$ cat src/rtl/pc_fetch_stage_if.sv
// Bundle of signals between the fetch stage and its surroundings.
// Covers the ROM port, the hazard and redirect controls, and the IF/ID outputs.
// The master side is the fetch stage. The slave side is the ROM/decode environment.
interface pc_fetch_stage_if #(
  parameter int ADDRESS_WIDTH = 32,
  parameter int INSTR_WIDTH   = 32
) ();

  logic [ADDRESS_WIDTH-1:0] pc_o;
  logic [INSTR_WIDTH-1:0]   instr_i;
  logic                     stall_i;
  logic                     redirect_i;
  logic [ADDRESS_WIDTH-1:0] target_i;
  logic [INSTR_WIDTH-1:0]   if_id_instr_o;
  logic [ADDRESS_WIDTH-1:0] if_id_pc_o;
  logic                     if_id_valid_o;
  logic                     halted_o;
  logic [31:0]              fetch_count_o;

  modport master (
    output pc_o, if_id_instr_o, if_id_pc_o, if_id_valid_o, halted_o, fetch_count_o,
    input  instr_i, stall_i, redirect_i, target_i
  );

  modport slave (
    input  pc_o, if_id_instr_o, if_id_pc_o, if_id_valid_o, halted_o, fetch_count_o,
    output instr_i, stall_i, redirect_i, target_i
  );

endinterface

$ cat src/rtl/pc_fetch_stage.sv
// Instruction-fetch stage. It owns the PC and drives the ROM address.
// Each cycle it registers the returned word and its PC into IF/ID.
// It handles stall, redirect with flush, and halting past the end of ROM.
// It also counts delivered instructions, saturating at all-ones.
module pc_fetch_stage #(
  parameter int                       ADDRESS_WIDTH = 32,
  parameter int                       INSTR_WIDTH   = 32,
  parameter int                       ROM_BYTES     = 28,
  parameter logic [ADDRESS_WIDTH-1:0] RESET_PC      = '0,
  parameter logic [INSTR_WIDTH-1:0]   NOP_INSTR     = 32'h0000_0013
) (
  input  logic              clk_i,
  input  logic              rst_i,
  pc_fetch_stage_if.master  bus
);

  typedef enum logic [1:0] {ST_START, ST_RUN, ST_HALT} state_e;

  localparam logic [ADDRESS_WIDTH-1:0] LAST_PC   = ADDRESS_WIDTH'(ROM_BYTES - 4);
  localparam logic [ADDRESS_WIDTH-1:0] ALIGN_MSK = ~ADDRESS_WIDTH'(3);

  state_e                   state_q, state_d;
  logic [ADDRESS_WIDTH-1:0] pc_q, pc_d;
  logic [INSTR_WIDTH-1:0]   instr_q, instr_d;
  logic [ADDRESS_WIDTH-1:0] if_pc_q, if_pc_d;
  logic                     valid_q, valid_d;
  logic [31:0]              count_q, count_d;

  // Register the FSM state and the datapath. Reset overrides every other input.
  // NOTE: sequential state uses non-blocking assignments so all registers update together at the edge.
  always_ff @(posedge clk_i) begin
    if (rst_i) begin
      state_q <= ST_START;
      pc_q    <= RESET_PC;
      instr_q <= NOP_INSTR;
      if_pc_q <= '0;
      valid_q <= 1'b0;
      count_q <= '0;
    end else begin
      state_q <= state_d;
      pc_q    <= pc_d;
      instr_q <= instr_d;
      if_pc_q <= if_pc_d;
      valid_q <= valid_d;
      count_q <= count_d;
    end
  end

  // Compute next state and next IF/ID contents. Priority is redirect, then stall, then the state action.
  always_comb begin
    // NOTE: every output gets a hold value first, so no path can leave one unassigned and infer a latch.
    state_d = state_q;
    pc_d    = pc_q;
    instr_d = instr_q;
    if_pc_d = if_pc_q;
    valid_d = valid_q;
    count_d = count_q;

    if (bus.redirect_i) begin
      // The word fetched this cycle is on the wrong path, so drop it.
      pc_d    = bus.target_i & ALIGN_MSK;
      instr_d = NOP_INSTR;
      if_pc_d = pc_q;
      valid_d = 1'b0;
      state_d = ST_RUN;
    end else if (!bus.stall_i) begin
      unique case (state_q)
        ST_START: begin
          instr_d = NOP_INSTR;
          if_pc_d = pc_q;
          valid_d = 1'b0;
          state_d = ST_RUN;
        end
        ST_RUN: begin
          if (pc_q > LAST_PC) begin
            instr_d = NOP_INSTR;
            if_pc_d = pc_q;
            valid_d = 1'b0;
            state_d = ST_HALT;
          end else begin
            instr_d = bus.instr_i;
            if_pc_d = pc_q;
            valid_d = 1'b1;
            pc_d    = pc_q + ADDRESS_WIDTH'(4);
            if (count_q != '1) count_d = count_q + 32'd1;
          end
        end
        ST_HALT: begin
          instr_d = NOP_INSTR;
          if_pc_d = pc_q;
          valid_d = 1'b0;
        end
        default: state_d = ST_START;
      endcase
    end
  end

  assign bus.pc_o          = pc_q;
  assign bus.if_id_instr_o = instr_q;
  assign bus.if_id_pc_o    = if_pc_q;
  assign bus.if_id_valid_o = valid_q;
  assign bus.halted_o      = (state_q == ST_HALT);
  assign bus.fetch_count_o = count_q;

endmodule

$ cat src/flat_wrapper.sv
// flat-port wrapper written by rule: the top's interface ports become plain ports
module pc_fetch_stage_flat 
#(
  parameter int                       ADDRESS_WIDTH = 32,
  parameter int                       INSTR_WIDTH   = 32,
  parameter int                       ROM_BYTES     = 28,
  parameter logic [ADDRESS_WIDTH-1:0] RESET_PC      = '0,
  parameter logic [INSTR_WIDTH-1:0]   NOP_INSTR     = 32'h0000_0013
)
  (clk_i, rst_i, bus_pc_o, bus_if_id_instr_o, bus_if_id_pc_o, bus_if_id_valid_o, bus_halted_o, bus_fetch_count_o, bus_instr_i, bus_stall_i, bus_redirect_i, bus_target_i);
  pc_fetch_stage_if #(.ADDRESS_WIDTH(ADDRESS_WIDTH), .INSTR_WIDTH(INSTR_WIDTH)) bus_i ();
  input  logic clk_i;
  input  logic rst_i;
  output wire logic [$bits(bus_i.pc_o)-1:0] bus_pc_o;
  output wire logic [$bits(bus_i.if_id_instr_o)-1:0] bus_if_id_instr_o;
  output wire logic [$bits(bus_i.if_id_pc_o)-1:0] bus_if_id_pc_o;
  output wire logic [$bits(bus_i.if_id_valid_o)-1:0] bus_if_id_valid_o;
  output wire logic [$bits(bus_i.halted_o)-1:0] bus_halted_o;
  output wire logic [$bits(bus_i.fetch_count_o)-1:0] bus_fetch_count_o;
  input wire logic [$bits(bus_i.instr_i)-1:0] bus_instr_i;
  input wire logic [$bits(bus_i.stall_i)-1:0] bus_stall_i;
  input wire logic [$bits(bus_i.redirect_i)-1:0] bus_redirect_i;
  input wire logic [$bits(bus_i.target_i)-1:0] bus_target_i;
  assign bus_pc_o = bus_i.pc_o;
  assign bus_if_id_instr_o = bus_i.if_id_instr_o;
  assign bus_if_id_pc_o = bus_i.if_id_pc_o;
  assign bus_if_id_valid_o = bus_i.if_id_valid_o;
  assign bus_halted_o = bus_i.halted_o;
  assign bus_fetch_count_o = bus_i.fetch_count_o;
  assign bus_i.instr_i = bus_instr_i;
  assign bus_i.stall_i = bus_stall_i;
  assign bus_i.redirect_i = bus_redirect_i;
  assign bus_i.target_i = bus_target_i;
  pc_fetch_stage #(.ADDRESS_WIDTH(ADDRESS_WIDTH), .INSTR_WIDTH(INSTR_WIDTH), .ROM_BYTES(ROM_BYTES), .RESET_PC(RESET_PC), .NOP_INSTR(NOP_INSTR)) u_core (.clk_i(clk_i), .rst_i(rst_i), .bus(bus_i));
endmodule
$ cat config.mk
export PLATFORM = sky130hd
export DESIGN_NAME = pc_fetch_stage_flat
export DESIGN_NICKNAME = d
export VERILOG_FILES = /design/src/rtl/pc_fetch_stage_if.sv /design/src/rtl/pc_fetch_stage.sv /design/src/flat_wrapper.sv
export SDC_FILE = /design/constraint.sdc
export NUM_CORES = 1
export LEC_CHECK = 0
export CAP_MARGIN = 20
export CELL_PAD_IN_SITES_DETAIL_PLACEMENT = 1
export CELL_PAD_IN_SITES_GLOBAL_PLACEMENT = 1
export CORE_MARGIN = 4
export CORE_UTILIZATION = 29
export CTS_CLUSTER_SIZE = 10
export DETAILED_ROUTE_END_ITERATION = 7
export PLACE_DENSITY_LB_ADDON = 0.1
export SYNTH_ARGS = -nofsm -noshare
export SYNTH_HDL_FRONTEND = slang
export SYNTH_SLANG_ARGS = --single-unit
$ cat constraint.sdc
create_clock -name clk_i -period 2.1 [get_ports clk_i]
set_input_delay 0.21 -clock clk_i [delete_from_list [all_inputs] [get_ports clk_i]]
set_output_delay 0.21 -clock clk_i [all_outputs]
set_load 0.005 [all_outputs]
==> impl_metrics.py, run 1 <==
metrics = {
    "floorplan": {
        "core_area_um2": 18000,
        "die_w_um": 143,
        "die_area_um2": 20500,
        "io_pins": 198,
        "fp.dieH_um": 143,
        "initial_core_util": 0.295,
        "core.rowCount": 49,
    },
    "clock_network": {
        "numCtsBuffers": 17,
        "clk_pin_slew_ns": 0.06,
        "clkLatencyLatePin_ns": 0.41,
        "holdBufCountCts": 0,
        "clockBufferDepth": 2,
        "htree_levels": 4,
        "cts_sinks": 127,
        "cts_tree": "done",
        "root_buffer": "clkbuf_16",
    },
    "cells_and_area": {
        "nets": 940,
        "fillCellCount": 2052,
        "syn_to_final_growth_pct": 67.8,
        "drive_above_1_share": 0.211,
        "fin_util": 0.495,
        "mostFrequentLayoutCell": "clkdlybuf4s50_1",
        "stdcell_count": 1111,
        "layout_common_cells": "clkdlybuf4s50_1 (189), dfxtp_1 (118), buf_4 (95)",
        "antenna_cells": 0,
        "design_area_um2": 8890,
    },
    "worst_setup_path": {
        "crit_path_max_incr_delay_ns": 0.61,
        "cp_top_family": "simple AND/OR/NAND/NOR gates",
        "path_buf_inv": 0,
        "path_class": "register to register",
        "start_kind": "register",
        "critical_path.cell_chain": "nor4_4, nand4_2, or4b_4, or4_4, a21oi_2",
        "required_ns": 2.44,
        "critPathMaxFanout": 6,
        "cp.arrival_ns": 2.50,
        "endpoint_kind": "register",
        "cp_slowest_cell": "or4b_4",
    },
    "pwr": {
        "p_per_area_nw_per_um2": 685,
        "ir_worst_vdd_uv": 515,
        "p_leak_uw": 0.00329,
    },
    "sta": {
        "slew_viol_final": 0,
        "slew_headroom": 0.562,
        "fin_skew_ns": 0.00684,
        "fin_tns_setup_ns": -0.467,
        "finalSetupViolations": 20,
        "hold_viol": 0,
        "tightest_slew_ns": 0.657,
        "post-route-period-util": 1.03,
        "rsz0062_at_grt": "yes",
        "period_minus_slack_ns": 2.16,
        "layout_setup_ws_ns": -0.0567,
        "fmax_ghz": 0.464,
    },
    "drt": {
        "vias": 5504,
        "dr.pass1.iters": 4,
        "routed_via_density": 4.95,
        "ant_nets": 0,
        "drtIter0Drc": 295,
        "routed_wirelength_um": 19500,
        "drc": 0,
        "wl_per_cell_um": 17.5,
    },
    "outcome": {
        "status": "finished, violations left",
        "violations": "negative setup slack",
    },
    "synthesis": {
        "yosysTopAreaCell": "dfxtp_1",
        "synthCells": 602,
        "synth_warnings": 0,
        "synthTopCellsByArea": "dfxtp_1 (48%), a21oi_1 (5.9%), nand2_1 (5.3%), nor2_1 (5.0%), mux2i_1 (4.9%)",
        "ys_seq_elements": 127,
        "ys_seq_area_frac": 0.480,
        "synth_cell_types": 49,
        "synth_ff_type": "dfxtp_1",
        "synth_edf_count": 0,
        "syn_avg_cell_area_um2": 8.80,
        "synth_top_area_share": 0.480,
        "syn_area_um2": 5300,
        "synth-async-reset-ratio": 0,
    },
    "min_path": {
        "hold_class": "input pin to register",
    },
    "placement": {
        "dpl.hpwl_um": 14100,
        "gp_congestion": 0.768,
        "place_area_um2": 8050,
        "io_buffers": 191,
        "dp.cells": 1068,
    },
    "global_route": {
        "grt_start_max_net_pins": 41,
        "grt.total_usage": 0.186,
        "grt_pass1_vias": 5867,
        "antenna_found_initial": 0,
        "grt-ovfl-total": 0,
        "grt_pass1_wl_um": 30500,
    },
    "flow_run": {
        "cap_violations": 0,
    },
}
==> flip-flops by register name, summed over array words and instances, names as in the netlist <==
| signal | flops |
|---|---|
| u_core.bus.fetch_count_o | 32 |
| u_core.bus.if_id_instr_o | 32 |
| u_core.bus.if_id_pc_o | 30 |
| u_core.bus.pc_o | 30 |
| u_core.state_q | 2 |
| u_core.bus.if_id_valid_o | 1 |
==> cell usage after synthesis (8+ instances only) <==
library cell	n
dfxtp_1	127
nor2_1	71
a22oi_1	29
o31ai_1	22
a21oi_1	62
nand4_1	12
buf_4	8
nand2_1	75
or4_1	24
mux2i_1	26
nand3_1	15
clkbuf_1	35
==> worst reg2reg max path: stages, from the launching register on <==
cell and delay, ns:
dfxtp_2 0.34, nor4_4 0.32, nand4_2 0.17, or4b_4 0.61
or4_4 0.51, a21oi_2 0.14
==> per-layer routing <==
metal / part of all wire / up-vias / GRT usage
met5: 0 / - / 0
met4: 0.016 / 0 / 0.0570
met3: 0.055 / 24 / 0.0543
met2: 0.51 / 126 / 0.324
met1: 0.42 / 2657 / 0.220
li1: - / 2697 / -
==> cell type report <==
type	instances	area [µm²]	area share
Tap cell	229	287	0.0322
Clock buffer	17	425	0.0479
Timing Repair Buffer	293	2750	0.309
Multi-Input combinational cell	423	2690	0.302
Clock inverter	15	161	0.0182
Sequential cell	127	2550	0.287
Inverter	7	26.3	0.00296
==> cells by family (layout without fill, tap and decap cells) <==
logic type,after synthesis,count (layout),share of synthesized area
compound gates,128,128,0.150
mux,32,32,0.0619
xor+xnor,1,1,0.00165
simple gates,255,255,0.254
buf+inv,55,332,0.0451
fa+ha+maj,3,3,0.00709
flops,127,127,0.480
other cells,1,4,0.000708
==> where the power goes <==
group,total (µW),internal (µW),switching (µW)
sequential,2520,2470,47.7
combinational,641,368,273
clock,2920,1760,1160
==> repair_timing <==
action / in CTS / in global routing
resized for setup: 8 / 21
setup endpoints to repair: 26 / 65
cloned: 0 / 3
pin swaps: 5 / 9
setup buffers: 2 / 6
==> through the flow <==
step,power [µW],setup WS [ns],hold slack (ns)
after floorplan,2800,-0.0315,0.354
after global placement,3190,-0.184,0.440
after detailed placement,3210,-0.250,0.447
after CTS,6170,-0.0737,0.347
after global routing,6340,-0.167,0.373
final,6080,-0.0567,0.352
==> final timing paths <==
kind                        startpoint                     endpoint  slack [ns]  depth (start not counted)
min                              rst_i           u_core.bus.pc_o[9]        0.35                          3
min reg2reg  u_core.bus.if_id_pc_o[18]    u_core.bus.if_id_pc_o[18]        0.45                          2
max                u_core.bus.pc_o[21]  u_core.bus.fetch_count_o[7]       -0.06                          5
max reg2reg        u_core.bus.pc_o[21]  u_core.bus.fetch_count_o[7]       -0.06                          5
No activity file was read; power rests on OpenSTA's default activity.
==> inputs of run 2 (changes only) <==
ABC_AREA = 1   (was not set)
CORE_UTILIZATION = 28   (was 29)
GPL_ROUTABILITY_DRIVEN = 0   (was not set)
TNS_END_PERCENT = 5   (was not set)
==> impl_metrics.py, run 2 <==
metrics = {
    "global_route": {
        "antenna_found_initial": 1,
        "grt-ovfl-total": 0,
        "grt_start_max_net_pins": 42,
        "grt.total_usage": 0.179,
        "grt_pass1_vias": 6125,
        "grt_pass1_wl_um": 32000,
    },
    "worst_setup_path": {
        "cp_top_family": "simple AND/OR/NAND/NOR gates",
        "required_ns": 2.44,
        "cp_slowest_cell": "dfxtp_1",
        "critical_path.cell_chain": "inv_1, ha_1, nor3_2, nor2_4, nand3_2, nand2_1, inv_1, buf_6, nand2_1, a21oi_1",
        "crit_path_max_incr_delay_ns": 0.33,
        "cp.depth": 10,
        "critPathMaxFanout": 16,
        "cp.arrival_ns": 2.23,
        "start_kind": "register",
        "r2r_cells": 10,
        "endpoint_kind": "register",
        "path_class": "register to register",
        "path_buf_inv": 3,
    },
    "clock_network": {
        "htree_levels": 4,
        "post_cts_buffers": 0,
        "clockBufferDepth": 2,
        "clkLatencyLatePin_ns": 0.41,
        "cts_sinks": 127,
        "root_buffer": "clkbuf_16",
        "cts_tree": "done",
        "holdBufCountCts": 0,
        "numCtsBuffers": 17,
        "clk_pin_slew_ns": 0.06,
    },
    "drt": {
        "routed_via_density": 4.46,
        "ant_nets": 0,
        "wl_per_cell_um": 15.0,
        "dr.pass1.iters": 4,
        "drc": 0,
        "met1_length_um": 8640,
        "highest_layer": "met4",
        "vias": 5975,
        "wl_met2_um": 10100,
        "wl_met3_um": 958,
        "routed_wirelength_um": 20100,
        "drtIter0Drc": 155,
    },
    "synthesis": {
        "synth_warnings": 0,
        "synth_cell_types": 28,
        "synth-compound-area-share": 0.133,
        "synthTopCellsByArea": "dfxtp_1 (45%), nand2_1 (17%), a21oi_1 (8.8%), nor2_1 (6.3%), inv_1 (5.8%)",
        "synthMuxAreaShare": 0,
        "synthTopCellsByCount": "nand2_1 (250), dfxtp_1 (127), a21oi_1 (100)",
        "ys_seq_elements": 127,
        "synth-async-reset-ratio": 0,
        "syn_avg_cell_area_um2": 6.82,
        "syn_area_um2": 5670,
        "ys_seq_area_frac": 0.448,
        "synth_xor_area_frac": 0.0154,
        "synth_most_common_cell": "nand2_1",
        "synth_edf_count": 0,
        "synth_ff_type": "dfxtp_1",
        "synth_top_area_share": 0.448,
        "yosys.area_share.simple": 0.296,
        "yosysTopAreaCell": "dfxtp_1",
        "synth_fa_ha_area_frac": 0.00662,
        "synth_top_family_by_area": "simple AND/OR/NAND/NOR gates",
        "synthCells": 832,
    },
    "cells_and_area": {
        "regArea_um2": 2540,
        "multi_input_area_um2": 2610,
        "drive_above_1_share": 0.104,
        "layout_common_cells": "nand2_1 (250), clkdlybuf4s50_1 (191), dfxtp_1 (127)",
        "syn_to_final_growth_pct": 55.9,
        "nets": 1131,
        "mostFrequentLayoutCell": "nand2_1",
        "stdcell_count": 1339,
        "fillCellCount": 2450,
        "fin_util": 0.449,
    },
    "floorplan": {
        "fp.dieH_um": 150,
        "core_area_um2": 19700,
        "die_area_um2": 22600,
        "die_w_um": 150,
        "io_pins": 198,
        "core.rowCount": 51,
        "initial_core_util": 0.288,
    },
    "sta": {
        "fin_skew_ns": 0.00924,
        "rsz0062_at_grt": "yes",
        "period_minus_slack_ns": 1.89,
        "post-route-period-util": 0.901,
        "slew_viol_final": 0,
        "slew_headroom": 0.641,
        "layout_setup_ws_ns": 0.207,
        "finalSetupViolations": 0,
        "fmax_ghz": 0.528,
        "hold_slack_ns": 0.349,
        "hold_viol": 0,
        "tightest_slew_ns": 0.537,
    },
    "placement": {
        "dp.cells": 1305,
        "io_buffers": 191,
        "dpl_worst_slack_ns": -0.131,
        "dpl.hpwl_um": 15000,
    },
    "pwr": {
        "p_leak_uw": 0.00353,
        "power.total_uw": 6390,
        "p_per_area_nw_per_um2": 722,
        "ir_worst_vdd_uv": 511,
    },
    "outcome": {
        "status": "complete, no violations",
    },
    "flow_run": {
        "cap_violations": 0,
    },
    "min_path": {
        "hold_class": "input pin to register",
        "min_path_cells": 3,
    },
}
==> run 2: cell types whose count changed after synthesis, sizes merged, moves of 10 or more <==
| cell | before | now |
|---|---|---|
| nand2 | 75 | 250 |
| inv | 7 | 93 |
| a21oi | 62 | 100 |
| o21ai | 5 | 42 |
| nor2 | 71 | 104 |
| a22oi | 29 | 0 |
| mux2i | 26 | 0 |
| or4 | 25 | 0 |
| o31ai | 22 | 0 |
| nand3 | 15 | 34 |
| clkbuf | 35 | 25 |
| nor4 | 11 | 1 |
==> run 2: worst reg2reg max path, stage by stage (launching register included) <==
cell and delay [ns]:
dfxtp_1 0.33, inv_1 0.07, ha_1 0.23, nor3_2 0.27
nor2_4 0.08, nand3_2 0.16, nand2_1 0.17, inv_1 0.13
buf_6 0.19, nand2_1 0.07, a21oi_1 0.14
==> run 2: worst paths after layout <==
check | startpoint | to | slack, ns
min reg2reg | u_core.bus.if_id_instr_o[29] | u_core.bus.if_id_instr_o[29] | 0.46
max reg2reg | u_core.bus.pc_o[2] | u_core.bus.pc_o[26] | 0.21
min | bus_instr_i[29] | u_core.bus.if_id_instr_o[29] | 0.35
max | u_core.bus.pc_o[2] | u_core.bus.pc_o[26] | 0.21
==> run 2: where the power goes <==
group / switching, µW / internal, µW
Sequential: 46.0 / 2480
Combinational: 315 / 361
Clock: 1180 / 2000
==> run 2: metal layers <==
metal,track usage,vias up
met3,0.0509,23
met1,0.215,2782
met4,0.0590,0
met2,0.309,101
met5,0,-
li1,-,3069
==> run 2: logic make-up (layout without fill, tap and decap cells) <==
| family | Yosys count | in the layout |
|---|---|---|
| and+or+nand+nor | 409 | 410 |
| other | 1 | 5 |
| buffers and inverters | 134 | 371 |
| AOI/OAI and AO/OA | 148 | 148 |
| DFF | 127 | 127 |
| adders and majority gates | 3 | 3 |
| xor gates and xnor gates | 10 | 10 |
==> run 2: what timing repair did <==
item | 4_1_cts | 5_1_grt
cloned | 0 | 1
endpoints found under the setup margin | 20 | 46
resized for setup | 4 | 5
pin swaps | 3 | 4
==> run 2: per-stage QoR <==
step | setup TNS [ns] | cell area [µm²]
global placement | -1.33 | 8170
floorplan | 0 | 5680
detailed placement | -2.02 | 8170
finish | 0 | 8840
global route | -0.439 | 8840
CTS | -1.12 | 8820
==> run 2: final cells by class <==
| cell class | count | area share |
|---|---|---|
| multi-input cells | 575 | 0.295 |
| clock buffers | 17 | 0.0481 |
| flip-flops and latches | 127 | 0.287 |
| inverters | 93 | 0.0395 |
| clock inverters | 15 | 0.0235 |
| well taps | 265 | 0.0375 |
| repair buffers | 246 | 0.269 |
| diodes | 1 | 0.000283 |
==> inputs of run 3 (changes only) <==
CORE_ASPECT_RATIO = 1.2   (was not set)
CORE_UTILIZATION = 31   (was 28)
clock period = 1.9 ns   (was 2.1 ns; I/O delays follow)
==> impl_metrics.py, run 3 (synthesis results as in run 2) <==
metrics = {
    "outcome": {
        "status": "complete, no violations",
    },
    "placement": {
        "dpl_worst_slack_ns": -0.312,
        "place_area_um2": 8500,
        "dpl.hpwl_um": 15200,
        "dp.cells": 1308,
        "io_buffers": 191,
    },
    "sta": {
        "fin_skew_ns": 0.00945,
        "finalSetupViolations": 0,
        "hold_viol": 0,
        "post-route-period-util": 0.999,
        "fmax_ghz": 0.527,
        "tightest_slew_ns": 0.537,
        "rsz0062_at_grt": "yes",
        "period_minus_slack_ns": 1.90,
        "slew_headroom": 0.642,
        "slew_viol_final": 0,
        "layout_setup_ws_ns": 0.00227,
    },
    "clock_network": {
        "cts_tree": "done",
        "root_buffer": "clkbuf_16",
        "numCtsBuffers": 17,
        "clockBufferDepth": 2,
        "cts_sinks": 127,
        "clk_pin_slew_ns": 0.06,
        "clkLatencyLatePin_ns": 0.42,
        "htree_levels": 4,
    },
    "drt": {
        "ant_nets": 0,
        "vias": 6359,
        "routed_wirelength_um": 21700,
        "dr.pass1.iters": 4,
        "routed_via_density": 4.68,
        "wl_per_cell_um": 16.0,
        "drtIter0Drc": 212,
        "drc": 0,
    },
    "global_route": {
        "grt-ovfl-total": 0,
        "grt.total_usage": 0.203,
        "grt_start_max_net_pins": 34,
        "antenna_found_initial": 1,
        "grt_pass1_wl_um": 33800,
        "grt_pass1_vias": 6620,
    },
    "floorplan": {
        "initial_core_util": 0.319,
        "fp.dieH_um": 156,
        "io_pins": 198,
        "core_area_um2": 17800,
        "die_w_um": 131,
        "core.rowCount": 53,
        "die_area_um2": 20500,
    },
    "cells_and_area": {
        "drive_above_1_share": 0.192,
        "syn_to_final_growth_pct": 66.7,
        "fillCellCount": 2227,
        "nets": 1195,
        "mostFrequentLayoutCell": "nand2_1",
        "layout_common_cells": "nand2_1 (238), clkdlybuf4s50_1 (190), dfxtp_1 (118)",
        "stdcell_count": 1358,
        "design_area_um2": 9460,
    },
    "worst_setup_path": {
        "path_class": "register to register",
        "cp_slowest_cell": "dfxtp_2",
        "crit_path_max_incr_delay_ns": 0.32,
        "cp.arrival_ns": 2.25,
        "critical_path.cell_chain": "inv_2, ha_4, buf_4, nand2_1, nor2_1, nand2_1, nor2_1, nand2_1, nand2_2, nand3_2, nor2_4, clkbuf_16, nand2_2, a21oi_2",
        "path_buf_inv": 3,
        "cp_top_family": "simple AND/OR/NAND/NOR gates",
        "start_kind": "register",
        "required_ns": 2.25,
        "cpMostUsedCell": "nand2_1",
        "endpoint_kind": "register",
        "critPathMaxFanout": 5,
    },
    "flow_run": {
        "cap_violations": 0,
    },
    "pwr": {
        "p_per_area_nw_per_um2": 717,
        "ir_worst_vdd_uv": 588,
        "p_leak_uw": 0.00387,
    },
    "min_path": {
        "hold_class": "input pin to register",
    },
}
==> run 3: changes by cell type in the layout (fill, tap and decap cells not counted), moves of 8 or more <==
cell and change:
nor2_1 -10, nand2_1 -12, nor2_4 +9, buf_4 +54, dfxtp_2 +8, dfxtp_1 -9, nand2_2 +12
==> run 3: worst paths after layout <==
check,to,cells after the start,slack [ns],from
hold reg to reg,u_core.bus.if_id_instr_o[13],2,0.46,u_core.bus.if_id_instr_o[13]
setup reg to reg,u_core.bus.fetch_count_o[2],14,0.002,u_core.bus.pc_o[2]
setup / recovery,u_core.bus.fetch_count_o[2],14,0.002,u_core.bus.pc_o[2]
hold / removal,u_core.bus.if_id_instr_o[9],3,0.32,bus_instr_i[9]
==> run 3: worst reg2reg max path: stages, from the launching register on <==
cell,delay [ns]
dfxtp_2,0.32
inv_2,0.07
ha_4,0.13
buf_4,0.09
nand2_1,0.04
nor2_1,0.14
nand2_1,0.07
nor2_1,0.10
nand2_1,0.07
nand2_2,0.12
nand3_2,0.11
nor2_4,0.22
clkbuf_16,0.18
nand2_2,0.05
a21oi_2,0.12
==> run 3: final cells by class <==
cell class              instances  area [µm²]  share of cell area
repair buffers                307        2920               0.309
clock buffers                  19         433              0.0458
diodes                          1        2.50            0.000265
flip-flops and latches        127        2560               0.270
clock inverters                13         133              0.0140
well taps                     220         275              0.0291
multi-input cells             578        2790               0.295
inverters                      93         349              0.0369
==> run 3: per-stage QoR <==
stage | total power, µW | setup TNS (ns) | utilization | hold slack, ns
after floorplan | 3140 | 0 | - | 0.320
after global placement | 3640 | -4.49 | 0.478 | 0.451
after detailed placement | 3640 | -6.11 | 0.478 | 0.458
after CTS | 6830 | -0.457 | 0.512 | 0.309
after global routing | 7090 | -2.23 | 0.532 | 0.308
final | 6780 | 0 | 0.532 | 0.321
==> run 3: power by group <==
| part | leakage [µW] | total, µW | switching, µW | internal (µW) |
|---|---|---|---|---|
| registers | 0.00104 | 2800 | 49.9 | 2750 |
| logic | 0.00257 | 825 | 377 | 448 |
| clock network | 0.000263 | 3160 | 1340 | 1830 |
| total | 0.00387 | 6780 | 1760 | 5020 |
==> run 3: per-layer routing <==
metal / vias to the layer above / wire length [µm] / track usage
met2: 147 / 11200 / 0.374
met4: 0 / 474 / 0.0575
met3: 29 / 1290 / 0.0690
met1: 2984 / 8690 / 0.222
li1: 3199 / - / -
met5: - / 0 / 0
==> run 3: what timing repair did <==
item,4_1_cts,5_1_grt
gates cloned,2,4
gates resized for setup,5,64
endpoints found under the setup margin,21,53
hold buffers,0,0
setup buffers,0,11
pin swaps,8,34
